[config.mk]
export PLATFORM = sky130hd
export DESIGN_NAME = game_board
export DESIGN_NICKNAME = d
export VERILOG_FILES = /design/src/rtl/game_board.sv
export SDC_FILE = /design/constraint.sdc
export NUM_CORES = 1
export LEC_CHECK = 0
export ABC_AREA = 1
export CELL_PAD_IN_SITES_DETAIL_PLACEMENT = 0
export CELL_PAD_IN_SITES_GLOBAL_PLACEMENT = 1
export CORE_ASPECT_RATIO = 0.7
export CORE_MARGIN = 2
export CORE_UTILIZATION = 34
export DETAILED_ROUTE_END_ITERATION = 6
export PLACE_DENSITY = 0.77
export REMOVE_ABC_BUFFERS = 1
export SYNTH_ARGS = -nofsm -noshare
export SYNTH_HDL_FRONTEND = slang
export SYNTH_SLANG_ARGS = --single-unit
[constraint.sdc]
create_clock -name clk -period 1.6 [get_ports clk]
set_input_delay 0.32 -clock clk [delete_from_list [all_inputs] [get_ports clk]]
set_output_delay 0.32 -clock clk [all_outputs]
set_load 0.03 [all_outputs]
[src/rtl/game_board.sv]
// Tic-tac-toe board: edge-detected placement, CHECK cycle resolves win/draw/turn; win/draw is reported two cycles after the press edge.
// No backpressure; refused presses pulse reject. Optional winning-line mask via GAME_BOARD_WINLINE_EN.
module game_board (
  input  logic       clk,
  input  logic       resetN,
  input  logic [8:0] cursor,
  input  logic       write,
  input  logic       newGame,
  output logic [8:0] boardX,
  output logic [8:0] boardO,
  output logic       turn,
  output logic [1:0] winner,
  output logic       gameOver,
  output logic       reject,
  output logic [7:0] winLine
);

  typedef enum logic [1:0] {PLAY, CHECK, DONE} state_t;

  state_t     state;
  logic       writeQ;
  logic       place_req;
  logic       cursor_ok;
  logic       cell_free;
  logic [8:0] mover;
  logic [7:0] lines;
  logic       has_win;
  logic       full;

  function automatic logic [7:0] lines_of(input logic [8:0] m);
    lines_of[0] = m[0] & m[1] & m[2];
    lines_of[1] = m[3] & m[4] & m[5];
    lines_of[2] = m[6] & m[7] & m[8];
    lines_of[3] = m[0] & m[3] & m[6];
    lines_of[4] = m[1] & m[4] & m[7];
    lines_of[5] = m[2] & m[5] & m[8];
    lines_of[6] = m[0] & m[4] & m[8];
    lines_of[7] = m[2] & m[4] & m[6];
  endfunction

  assign place_req = write & ~writeQ;
  assign cursor_ok = (cursor != 9'd0) && ((cursor & (cursor - 9'd1)) == 9'd0);
  assign cell_free = (cursor & (boardX | boardO)) == 9'd0;
  assign mover     = turn ? boardO : boardX;
  assign lines     = lines_of(mover);
  assign has_win   = |lines;
  assign full      = &(boardX | boardO);

  always_ff @(posedge clk or negedge resetN) begin
    if (!resetN) begin
      state    <= PLAY;
      writeQ   <= 1'b0;
      boardX   <= 9'd0;
      boardO   <= 9'd0;
      turn     <= 1'b0;
      winner   <= 2'b00;
      gameOver <= 1'b0;
      reject   <= 1'b0;
    end else begin
      // writeQ tracks write even across newGame so a held button cannot place afterwards
      writeQ <= write;
      reject <= 1'b0;
      if (newGame) begin
        state    <= PLAY;
        boardX   <= 9'd0;
        boardO   <= 9'd0;
        turn     <= 1'b0;
        winner   <= 2'b00;
        gameOver <= 1'b0;
      end else begin
        case (state)
          PLAY: begin
            if (place_req) begin
              if (cursor_ok && cell_free) begin
                if (turn) boardO <= boardO | cursor;
                else      boardX <= boardX | cursor;
                state <= CHECK;
              end else begin
                reject <= 1'b1;
              end
            end
          end
          CHECK: begin
            // a win on the last free cell is still a win, so test it before fullness
            if (has_win) begin
              winner   <= turn ? 2'b10 : 2'b01;
              gameOver <= 1'b1;
              state    <= DONE;
            end else if (full) begin
              winner   <= 2'b11;
              gameOver <= 1'b1;
              state    <= DONE;
            end else begin
              turn  <= ~turn;
              state <= PLAY;
            end
          end
          DONE: begin
            if (place_req) reject <= 1'b1;
          end
          default: state <= PLAY;
        endcase
      end
    end
  end

`ifdef GAME_BOARD_WINLINE_EN
  logic [7:0] win_line;

  always_ff @(posedge clk or negedge resetN) begin
    if (!resetN) begin
      win_line <= 8'd0;
    end else if (newGame) begin
      win_line <= 8'd0;
    end else if (state == CHECK && has_win) begin
      win_line <= lines;
    end
  end

  assign winLine = win_line;
`else
  assign winLine = 8'd0;
`endif

endmodule

[Word level (Yosys, flattened, before mapping)]
Cells that the tools add are included.
Storage, ports and cells
  flip-flop bits (word level): 26
  word-level logic and storage cells: 95
  input port bits: 13
Operators by class
  mux-type cells: 35
  add/subtract/negate cells: 1
  equal/unequal tests: 8
  reduce and logical (&&, ||, !) cells: 19
  bitwise operators: 24
Operator list (count)
  $mux W9: 11
  $or A9 B9 Y9: 3
  $mux W2: 10
  $and A9 B9 Y9: 2
  $logic_not A9 Y1: 2
  $and A1 B1 Y1: 17
  $mux W1: 12
  $reduce_bool A2 Y1: 5
  $reduce_and A9 Y1: 1
  $reduce_bool A9 Y1: 1
  $sub A9 B1 Y9 const B: 1
  $ne A2 B2 Y1 const B: 4
  $reduce_and A4 Y1: 2
  $reduce_or A8 Y1: 1
  $ne A3 B3 Y1 const B: 2
  $pmux W2 S3: 1
  $reduce_and A3 Y1: 2
  $reduce_bool A3 Y1: 1
  $eq A2 B1 Y1 const B: 1
  $eq A2 B2 Y1 const B: 1
  $logic_and A1 B1 Y1: 2
  $logic_not A2 Y1: 1
  $not A1 Y1: 2
  $pmux W1 S2: 1
  $reduce_and A2 Y1: 1

[Depth between registers and ports, before layout]
Gate-level depths: netlist (run 1).
  depth in word-level cells: 9
  depth in mapped cells: 13

[Worst setup path after synthesis (run 1)]
OpenSTA, ideal clock, no wires.
  path kind: reg-to-reg
  from: reg turn
  to: reg winner[0]
  data arrival time: 1524 ps
  cell stages (with the launch flop): 12
  setup slack: -46 ps
  library setup time: 122 ps
  cells stage by stage: dfrtp_1 -> buf_4 -> buf_6 -> nand2_1 -> o21ai_1 -> nand2_1 -> o21ai_1 -> nor2_2 -> nand3_1 -> nand2_1 -> nand3_1 -> o21ai_1
On the way
  longest elaborated chain between the ends: 7
  elaborated cells between the ends (all ways): 24
  those cells by class: 5 x mux; 16 x bitwise; 3 x reduce/logical
RTL lines
  from (decl): line 11  | output logic turn,
  from (signal assigned): line 94  | turn <= ~turn;
  $mux W9: line 44  | assign mover = turn ? boardO : boardX;
  $and A1 B1 Y1 (tied with other cells) (2 in series): line 31  | lines_of[0] = m[0] & m[1] & m[2];
  $reduce_or A8 Y1: line 46  | assign has_win = |lines;
  $mux W2: line 85  | if (has_win) begin
  $mux W2: line 71  | case (state)
  $mux W2: line 63  | if (newGame) begin
  to (signal assigned): line 86  | winner <= turn ? 2'b10 : 2'b01;
  to (decl): line 12  | output logic [1:0] winner,
Several ways; a longest one is shown, not always the timed one. The select of a mux whose other input is x is not followed.
A chain may end at the register's enable or synchronous reset.

[Worst setup path after layout (run 1)]
  from: reg boardO[6]
  to: reg boardX[5]
On the way
  longest elaborated chain between the ends: 6
RTL lines
  from (decl): line 10  | output logic [8:0] boardO,
  from (signal assigned): line 75  | if (turn) boardO <= boardO | cursor;
  $or A9 B9 Y9: line 43  | assign cell_free = (cursor & (boardX | boardO)) == 9'd0;
  $and A9 B9 Y9: line 43
  $logic_not A9 Y1: line 43
  $logic_and A1 B1 Y1: line 74  | if (cursor_ok && cell_free) begin
  $reduce_bool A2 Y1 (no source line)
  $reduce_and A4 Y1 (no source line)
  to (signal assigned): line 76  | else boardX <= boardX | cursor;
  to (decl): line 9  | output logic [8:0] boardX,
No other way between the ends.

==> impl_metrics.toml, run 1 <==
[detailed_routing]
vias = 2167
first_pass_iters = 5
detail-route-antenna-nets = 0
finalWirelength_um = 6480
detail_route.wl_per_cell_um = 15.0
dr.first_iter.drc_count = 110
via_per_inst = 5.00
dr_wl_met3_um = 505
topRoutingLayerUsed = "met4"
m1WireLength_um = 2990
drc = 0
wl_met2_um = 2910

[global_routing]
grt_use_total = 0.223
overflow = 0
grt_pass1_wl_um = 10200
grt_pass1_vias = 1994
grt_start_max_net_pins = 27
antenna_found_initial = 0

[final_layout]
final_util = 0.585
register_area_um2 = 652
nFillCells = 490
final_cells = 433
syn_to_final_growth_pct = 68.4
multi_input_area_um2 = 1240
final_nets = 375
final_cell_area_um2 = 3010
drive_gt1_frac = 0.385
antennaDiodeCount = 0

[critical_path]
required_ns = 1.83
r2r_cells = 12
critPathLaunchType = "register"
crit_fanout = 7
worstSetupPathType = "reg -> reg"
r2r-start = "boardO[6]"
cp.arrival_ns = 1.94
end_kind = "register"
ff2ff_setup_slack_ns = -0.12
rr_endpoint = "boardX[5]"

[pwr]
vdd.ir_drop.worst_mv = 0.524
p_per_area_nw_per_um2 = 1190
finalPower_mw = 3.59
cellLeakagePower_nw = 1.57

[sta]
maxSlewViolCount = 0
setup_tns_ns = -1.24
period_needed_ns = 1.72
finClkSkew_ns = 0.00275
final.period_utilization = 1.07
timing.final.ws_setup_ns = -0.116
setup_viol = 23
timing.fmax_mhz = 583
rsz0062_at_grt = "true"
whs_ns = 0.402
hold_viol_final = 0

[die]
die_x_um = 90.7
fp.dieH_um = 64.7
dieArea_um2 = 5870
io-pin-count = 44
start_util = 0.348
fp.coreArea_um2 = 5150
rows = 22

[cts]
cts_tree = "built"
clock_path_buffers = 2
clock_sinks = 26
cts_made_buffers = 3
h-tree-depth = 1
clk_pin_slew_ns = 0.10
clock-root-buffer = "clkbuf_8"
ctsHoldBuffers = 0
clk_latency_ns = 0.28

[placed_design]
dp_cells = 410
post-place-ws_ns = -0.552
place_congestion = 0.906
dp_hpwl_um = 4300
postPlaceCellArea_um2 = 2500
portBuffers = 35

[synthesis]
synth_cells = 267
synth.top_cells.by_count = "nand2_1 (86), nor2_1 (29), dfrtp_1 (26)"
yosysWarningCount = 0
ys.flop_type = "dfrtp_1"
synth-async-reset-ratio = 1.00
yosys.area.top_type = "dfrtp_1"
ys_seq_area_frac = 0.364
synth_area_um2 = 1790
synth.avg_cell_area_um2 = 6.70
synth-seq-cells = 26
synth.most_common_cell = "nand2_1"
synth-edff-count = 0
synth_area_leaders = "dfrtp_1 (36%), nand2_1 (18%), nand4_1 (7.0%)"
synth_top_area_frac = 0.364
synth_cell_types = 24

[flow_run]
maxCapViolations = 0

[status]
failed_checks = "negative setup slack"
status = "complete, but fails checks"

[min_path]
hold_path.class = "in -> async"
timing repair:
| item | CTS | global route |
|---|---|---|
| buffers inserted | 12 | 4 |
| endpoints found under the hold margin | 0 | 0 |
| cloned | 4 | 0 |
| setup endpoints to repair | 44 | 27 |
| resized for setup | 65 | 56 |
| pin swaps | 16 | 26 |
how the worst max path moves through the flow:
stage | start | endpoint | slack [ns] | depth (start not counted)
after floorplan | state[1] | boardO[0] | -0.65 | 4
after global placement | cursor[0] | boardX[5] | -0.50 | 13
after detailed placement | cursor[0] | boardX[6] | -0.55 | 13
after CTS | boardO[6] | boardX[5] | -0.12 | 12
after global routing | boardO[2] | boardO[7] | -0.19 | 12
final | boardO[6] | boardX[5] | -0.12 | 12
where the power goes:
| group | switching (mW) | internal (mW) | leakage [nW] |
|---|---|---|---|
| clock network | 0.239 | 0.336 | 0.0357 |
| registers | 0.119 | 0.782 | 0.337 |
| logic | 1.22 | 0.893 | 1.20 |
| total | 1.58 | 2.01 | 1.57 |
cells by family (layout without fill, tap and decap cells):
logic type             count (synthesis)  in the layout  share of synthesized area
and+or+nand+nor                      159            161                      0.398
DFF                                   26             26                      0.364
other                                  1              8                    0.00210
buffers and inverters                 41            126                      0.115
AOI/OAI and AO/OA                     40             40                      0.122
sequential cells by signal (all words and copies together), names as in the netlist:
| register | flops |
|---|---|
| reject | 1 |
| turn | 1 |
| boardO | 9 |
| winner | 2 |
| gameOver | 1 |
| boardX | 9 |
| writeQ | 1 |
| state | 2 |
critical path: stages (launching register included):
cell     delay [ns]
dfrtp_1        0.43
inv_2          0.08
nand2_2        0.06
nand2_2        0.07
nand2_1        0.05
nor2_1         0.09
nand3_1        0.09
nor2_1         0.14
nand2_2        0.13
nand2_8        0.15
buf_6          0.15
nand4_1        0.13
nand2_1        0.10
per-layer routing:
| metal | vias to the layer above | global-route usage |
|---|---|---|
| met5 | - | 0 |
| met4 | 0 | 0.0577 |
| met3 | 11 | 0.0419 |
| met2 | 99 | 0.328 |
| met1 | 996 | 0.334 |
| li1 | 1061 | - |
cells in the final DEF, fill, tap and decap left out, types with 2 or more instances in the layout:
master            n
a21oi_1          12
a21oi_2           2
buf_12            2
buf_16            2
buf_4            54
buf_6             4
clkbuf_2          2
clkbuf_8          3
clkdlybuf4s50_1   4
conb_1            8
dfrtp_1          25
dlygate4sd2_1    25
inv_1            17
inv_2             6
nand2_1          59
nand2_2          25
nand2_4           3
nand3_1           8
nand3_2           4
nand3_4           6
nand4_1          20
nor2_1           26
nor2_2            5
nor2_4            2
o21ai_1          11
o21ai_2           7
o21ai_4           4
layout make-up:
cell class,count,area share
inverter,25,0.0328
timing repair buffer,97,0.287
multi-input combinational,209,0.411
clock inverter,1,0.00997
clock buffer,3,0.0137
sequential,26,0.216
tap,72,0.0299
Note: power is estimated with default switching activity, not from simulation.
==> run 2, diff against run 1 <==
--- a/config.mk
+++ b/config.mk
@@ -12,6 +12,7 @@
 export CORE_MARGIN = 2
 export CORE_UTILIZATION = 34
 export DETAILED_ROUTE_END_ITERATION = 6
+export GPL_ROUTABILITY_DRIVEN = 0
 export PLACE_DENSITY = 0.77
 export REMOVE_ABC_BUFFERS = 1
 export SYNTH_ARGS = -nofsm -noshare
==> results of run 2 <==
The final DEF is identical to that of run 1; final timing and power are the same.
